$ cat src/rtl/addsub_seq_ctrl_pkg.sv
// Shared definitions for the nibble-serial add/subtract sequencer.
//   NIB_W   : width of the arithmetic slice
//   state_e : controller FSM encoding (ST_IDLE, ST_RUN, ST_DONE)
package addsub_seq_ctrl_pkg;

    localparam int unsigned NIB_W = 4;

    typedef enum logic [1:0] {
        ST_IDLE = 2'd0,
        ST_RUN  = 2'd1,
        ST_DONE = 2'd2
    } state_e;

endpackage

$ cat src/rtl/nibble_addsub.sv
// Combinational NIB_W-bit adder slice. Any subtract inversion is applied by the caller.
// Ports:
//   x   : first operand nibble
//   y   : second operand nibble (already inverted for subtract)
//   cin : carry in
//   s   : sum nibble
//   co  : carry out
module nibble_addsub
    import addsub_seq_ctrl_pkg::*;
(
    input  logic [NIB_W-1:0] x,
    input  logic [NIB_W-1:0] y,
    input  logic             cin,
    output logic [NIB_W-1:0] s,
    output logic             co
);

    always_comb begin
        {co, s} = {1'b0, x} + {1'b0, y} + {{NIB_W{1'b0}}, cin};
    end

endmodule

$ cat src/rtl/addsub_seq_ctrl.sv
// W-bit add/subtract built from one NIB_W-bit slice, stepped LSB nibble first over NIBBLES
// cycles with the carry held in a register between steps.
// Ports:
//   clk, rst_n : clock (rising edge) and asynchronous active-low reset
//   start      : operation request, accepted when busy=0
//   sub        : 0 = a+b, 1 = a-b (sampled with start)
//   a, b       : operands (sampled with start)
//   busy       : operation in progress
//   done       : one-cycle pulse when result/cout/ovf are valid
//   result     : sum/difference, held until the next accepted start
//   cout       : carry out of the MSB (for subtract, 1 = no borrow)
//   ovf        : two's-complement signed overflow
module addsub_seq_ctrl
    import addsub_seq_ctrl_pkg::*;
#(
    parameter int unsigned NIBBLES = 4,
    localparam int unsigned W = NIB_W * NIBBLES
) (
    input  logic         clk,
    input  logic         rst_n,
    input  logic         start,
    input  logic         sub,
    input  logic [W-1:0] a,
    input  logic [W-1:0] b,
    output logic         busy,
    output logic         done,
    output logic [W-1:0] result,
    output logic         cout,
    output logic         ovf
);

    localparam int unsigned IDX_W = (NIBBLES > 1) ? $clog2(NIBBLES) : 1;
    localparam logic [IDX_W-1:0] LAST_IDX = IDX_W'(NIBBLES - 1);

    state_e             state_q, state_d;
    logic [IDX_W-1:0]   idx_q, idx_d;
    logic               carry_q, carry_d;
    logic [W-1:0]       a_q, a_d;
    logic [W-1:0]       b_q, b_d;
    logic               sub_q, sub_d;
    logic [W-1:0]       result_q, result_d;
    logic               busy_q, busy_d;
    logic               done_q, done_d;
    logic               cout_q, cout_d;
    logic               ovf_q, ovf_d;

    logic [NIB_W-1:0]   a_nib;
    logic [NIB_W-1:0]   b_nib;
    logic [NIB_W-1:0]   slice_s;
    logic               slice_co;
    logic               ovf_calc;

    always_comb begin
        a_nib = a_q[idx_q * NIB_W +: NIB_W];
        b_nib = b_q[idx_q * NIB_W +: NIB_W] ^ {NIB_W{sub_q}};
    end

    nibble_addsub u_slice (
        .x   (a_nib),
        .y   (b_nib),
        .cin (carry_q),
        .s   (slice_s),
        .co  (slice_co)
    );

    // Only meaningful on the final nibble, where slice_s holds the result MSB.
    always_comb begin
        ovf_calc = (a_q[W-1] == (b_q[W-1] ^ sub_q)) && (slice_s[NIB_W-1] != a_q[W-1]);
    end

    always_comb begin
        state_d  = state_q;
        idx_d    = idx_q;
        carry_d  = carry_q;
        a_d      = a_q;
        b_d      = b_q;
        sub_d    = sub_q;
        result_d = result_q;
        busy_d   = busy_q;
        done_d   = 1'b0;
        cout_d   = cout_q;
        ovf_d    = ovf_q;

        unique case (state_q)
            // DONE accepts start exactly like IDLE so ops can run back-to-back.
            ST_IDLE, ST_DONE: begin
                if (start) begin
                    a_d     = a;
                    b_d     = b;
                    sub_d   = sub;
                    carry_d = sub;  // +1 of the two's-complement negate
                    idx_d   = '0;
                    busy_d  = 1'b1;
                    state_d = ST_RUN;
                end else begin
                    state_d = ST_IDLE;
                end
            end
            ST_RUN: begin
                result_d[idx_q * NIB_W +: NIB_W] = slice_s;
                carry_d = slice_co;
                if (idx_q == LAST_IDX) begin
                    cout_d  = slice_co;
                    ovf_d   = ovf_calc;
                    busy_d  = 1'b0;
                    done_d  = 1'b1;
                    idx_d   = '0;
                    state_d = ST_DONE;
                end else begin
                    idx_d = idx_q + 1'b1;
                end
            end
            default: begin
                state_d = ST_IDLE;
                busy_d  = 1'b0;
            end
        endcase
    end

    always_ff @(posedge clk or negedge rst_n) begin
        if (!rst_n) begin
            state_q  <= ST_IDLE;
            idx_q    <= '0;
            carry_q  <= 1'b0;
            a_q      <= '0;
            b_q      <= '0;
            sub_q    <= 1'b0;
            result_q <= '0;
            busy_q   <= 1'b0;
            done_q   <= 1'b0;
            cout_q   <= 1'b0;
            ovf_q    <= 1'b0;
        end else begin
            state_q  <= state_d;
            idx_q    <= idx_d;
            carry_q  <= carry_d;
            a_q      <= a_d;
            b_q      <= b_d;
            sub_q    <= sub_d;
            result_q <= result_d;
            busy_q   <= busy_d;
            done_q   <= done_d;
            cout_q   <= cout_d;
            ovf_q    <= ovf_d;
        end
    end

    always_comb begin
        busy   = busy_q;
        done   = done_q;
        result = result_q;
        cout   = cout_q;
        ovf    = ovf_q;
    end

endmodule

$ cat config.mk
export PLATFORM = sky130hd
export DESIGN_NAME = addsub_seq_ctrl
export DESIGN_NICKNAME = d
export VERILOG_FILES = /design/src/rtl/addsub_seq_ctrl_pkg.sv /design/src/rtl/nibble_addsub.sv /design/src/rtl/addsub_seq_ctrl.sv
export SDC_FILE = /design/constraint.sdc
export NUM_CORES = 1
export LEC_CHECK = 0
export ABC_AREA = 1
export BUFFER_PORTS_ARGS = -buffer_cell sky130_fd_sc_hd__buf_2
export CAP_MARGIN = 20
export CORE_MARGIN = 5
export CORE_UTILIZATION = 56
export DETAILED_ROUTE_END_ITERATION = 16
export GPL_TIMING_DRIVEN = 0
export HOLD_SLACK_MARGIN = 0.05
export PLACE_DENSITY = 0.88
export RECOVER_POWER = 50
export SETUP_SLACK_MARGIN = 0.4
export SLEW_MARGIN = 5
export SYNTH_ARGS = -nofsm -noshare
export SYNTH_HDL_FRONTEND = slang
export SYNTH_SLANG_ARGS = --single-unit
$ cat constraint.sdc
create_clock -name clk -period 6.1 [get_ports clk]
set_input_delay 1.22 -clock clk [delete_from_list [all_inputs] [get_ports clk]]
set_output_delay 1.22 -clock clk [all_outputs]
set_load 0.02 [all_outputs]
==> results_dict.tcl <==
set metrics [dict create \
    vias_per_cell 5.13 \
    coreArea_sq_um 4790 \
    grt_first_pass_wirelength_microns 10800 \
    min_period_ps 3400 \
    grt_pass1_vias 2396 \
    drc 0 \
    fin_util_pct 70.8 \
    netlist_area_sq_um 2810 \
    crit_type "in2async" \
    layout_common_cells "nand2_1, buf_2, dfrtp_1" \
    maxCapViolCount 1 \
    wl_microns 6390 \
    grt-ovfl-total 0 \
    synthFlopType "dfrtp_1" \
    io_buffer_count 55 \
    layout-drive-gt1-share_pct 22.2 \
    hold_viol_final 0 \
    wl_per_cell_microns 13.3 \
    crit_family "buffers and inverters" \
    track_usage_pct 22.0 \
    worstPathRequired_ps 6180 \
    netlist_top_cells_area "dfrtp_1, nand2_1, o21ai_1" \
    cts_hold_buf 0 \
    switching_power_uw 996 \
    cts_resized 0 \
    path_cells "clkbuf_1 -> clkbuf_1" \
    relSlewSlack_pct -25.9 \
    min_path_type "reg2reg" \
    syn_inst 342 \
    grt_max_degree 37 \
    worstSkewPairLatency_ps 340 \
    gp_congestion 0.878 \
    final_common_cell "nand2_1" \
    syn_area_per_cell_sq_um 8.23 \
    async_reset_ff_share_pct 100 \
    crit_fanout 36 \
    finalMaxSlewViolations 37 \
    yosysSeqAreaShare_pct 51.6 \
    fin_hold_ws_ps 470 \
    dr.pass1.iters 7 \
    die_area_sq_um 6540 \
    cpPeakStageDelay_ps 1430 \
    sequentialPowerShare_pct 29.5 \
    fmax_mhz 294 \
    hpwl_microns 4730 \
    synthToLayoutAreaGrowth_pct 20.4 \
    worst_path_max_delay_cell "clkbuf_1" \
    antenna_found_initial 0 \
    start_util_pct 58.8 \
    ys_warn_count 0 \
    die_width_microns 80.9 \
    synth.largest_area_cell "dfrtp_1" \
    swShare_pct 45.8 \
    power_density_nw_per_um2 642 \
    combPwrFrac_pct 53.2 \
    endpoint_kind "asynchronous set/reset pin" \
    synth_edf_count 0 \
    cp-start-kind "input port" \
    h-tree-depth 3 \
    final-setup-viol-count 0 \
    synthDistinctLibCells 26 \
    ioPinCount 56 \
    synth_top_area_share_pct 51.6 \
    cp_num_buf_inv 2 \
    crit_arrival_ps 3480 \
    synth_nets 389 \
    vias 2469 \
    cts_tree "yes" \
    fin_skew_ps 8.17 \
    fin_tns_setup_ps 0 \
    root_buffer "clkbuf_8" \
    rsz0062_at_grt "false" \
    p_int_mw 1.18 \
    finish.net_count 456 \
    synth-seq-cells 58 \
    fin_total_pwr_mw 2.17 \
    vdd_drop_max_uv 313 \
    cts_buffers 9 \
    worstMarginPinSlew_ps 1890 \
    cts.clk_slew.worst_paths_ps 60 \
    cts_setup_buffers 0 \
    critPathMostFrequentCell "clkbuf_1" \
    cts_buffer_depth 2 \
    numClockSinks 58 \
    status "finished with violations" \
    period_share_pct 55.8 \
    fp.dieH_microns 80.9 \
    antenna_cells 0 \
    first_iter_violations 150 \
    failed_checks "max-capacitance violations, max-slew violations" \
    ant_nets 0 \
    leakagePower_nw 1.86 \
    rows 25 \
    pwr-share-clk_pct 17.3 \
]
synth_stat cells, types with 2 or more instances:
| cell | number |
|---|---|
| inv_2 | 9 |
| xor2_1 | 5 |
| o21ai_1 | 25 |
| nor2_1 | 11 |
| buf_2 | 11 |
| ha_1 | 9 |
| a21oi_1 | 4 |
| nand4_1 | 3 |
| o31ai_1 | 3 |
| nand2_1 | 157 |
| o21ai_0 | 3 |
| o22ai_1 | 2 |
| inv_1 | 14 |
| nand3_1 | 16 |
| dfrtp_1 | 58 |
| fa_1 | 2 |
tightest hold or removal path, delay by kind of cell, from the launching register on:
| family | cells | cell delay, ps |
|---|---|---|
| AND/OR/NAND/NOR | 2 | 100 |
| flip-flops | 1 | 340 |
metrics by stage:
step | setup WS [ps] | cell area, sq um | cells
floorplan | 3720 | 2810 | 342
global placement | 3440 | 3170 | 464
detailed placement | 3370 | 3190 | 465
CTS | 3360 | 3410 | 481
global route | 1960 | 3390 | 481
finish | 2700 | 3390 | 481
power groups by stage:
stage	registers (mW)	clock network, mW	logic (mW)
floorplan	0.662	0	0.829
global placement	0.638	0	1.09
detailed placement	0.645	0	1.14
CTS	0.640	0.380	1.16
global route	0.662	0.405	1.29
finish	0.641	0.376	1.16
state kept, by name, indices dropped and copies added, names as in the netlist, 2 cells and up:
name,count
a_q,16
b_q,16
result,16
idx_q,2
state_q,2
area by class of cell:
| class | count | area (sq um) |
|---|---|---|
| inverter | 23 | 86.3 |
| buffer | 13 | 68.8 |
| timing repair buffer | 56 | 278 |
| clock inverter | 1 | 30.0 |
| sequential | 58 | 1450 |
| multi-input combinational | 248 | 1200 |
| tap | 67 | 83.8 |
| clock buffer | 15 | 186 |
| fill | 384 | 1400 |
final timing paths:
check	start	endpoint	slack, ps	cells after the start
max	rst_n	b_q[4]	2700	2
min	busy	busy	470	2
max reg2reg	idx_q[0]	result[6]	3030	11
min reg2reg	busy	busy	470	2
max in group clk	idx_q[0]	result[6]	3030	11
min in group asynchronous	rst_n	result[7]	1080	1
per-layer routing:
metal / vias to the layer above / part of all wire [%] / track usage (%)
met1: 1141 / 43 / 28.0
met4: 0 / 2.5 / 11.0
met2: 91 / 48 / 35.1
met3: 21 / 6.9 / 5.32
met5: - / 0 / 0
li1: 1216 / - / -
cells by family (layout without fill, tap and decap cells):
kind of cell,after synthesis,count (layout),synth area share (%)
flops,58,58,51.6
compound gates,40,40,8.14
xor+xnor,7,7,2.45
fa+ha+maj,11,11,5.42
buf+inv,36,108,5.69
simple gates,190,190,26.7
Power figures use the tool's default switching activity.
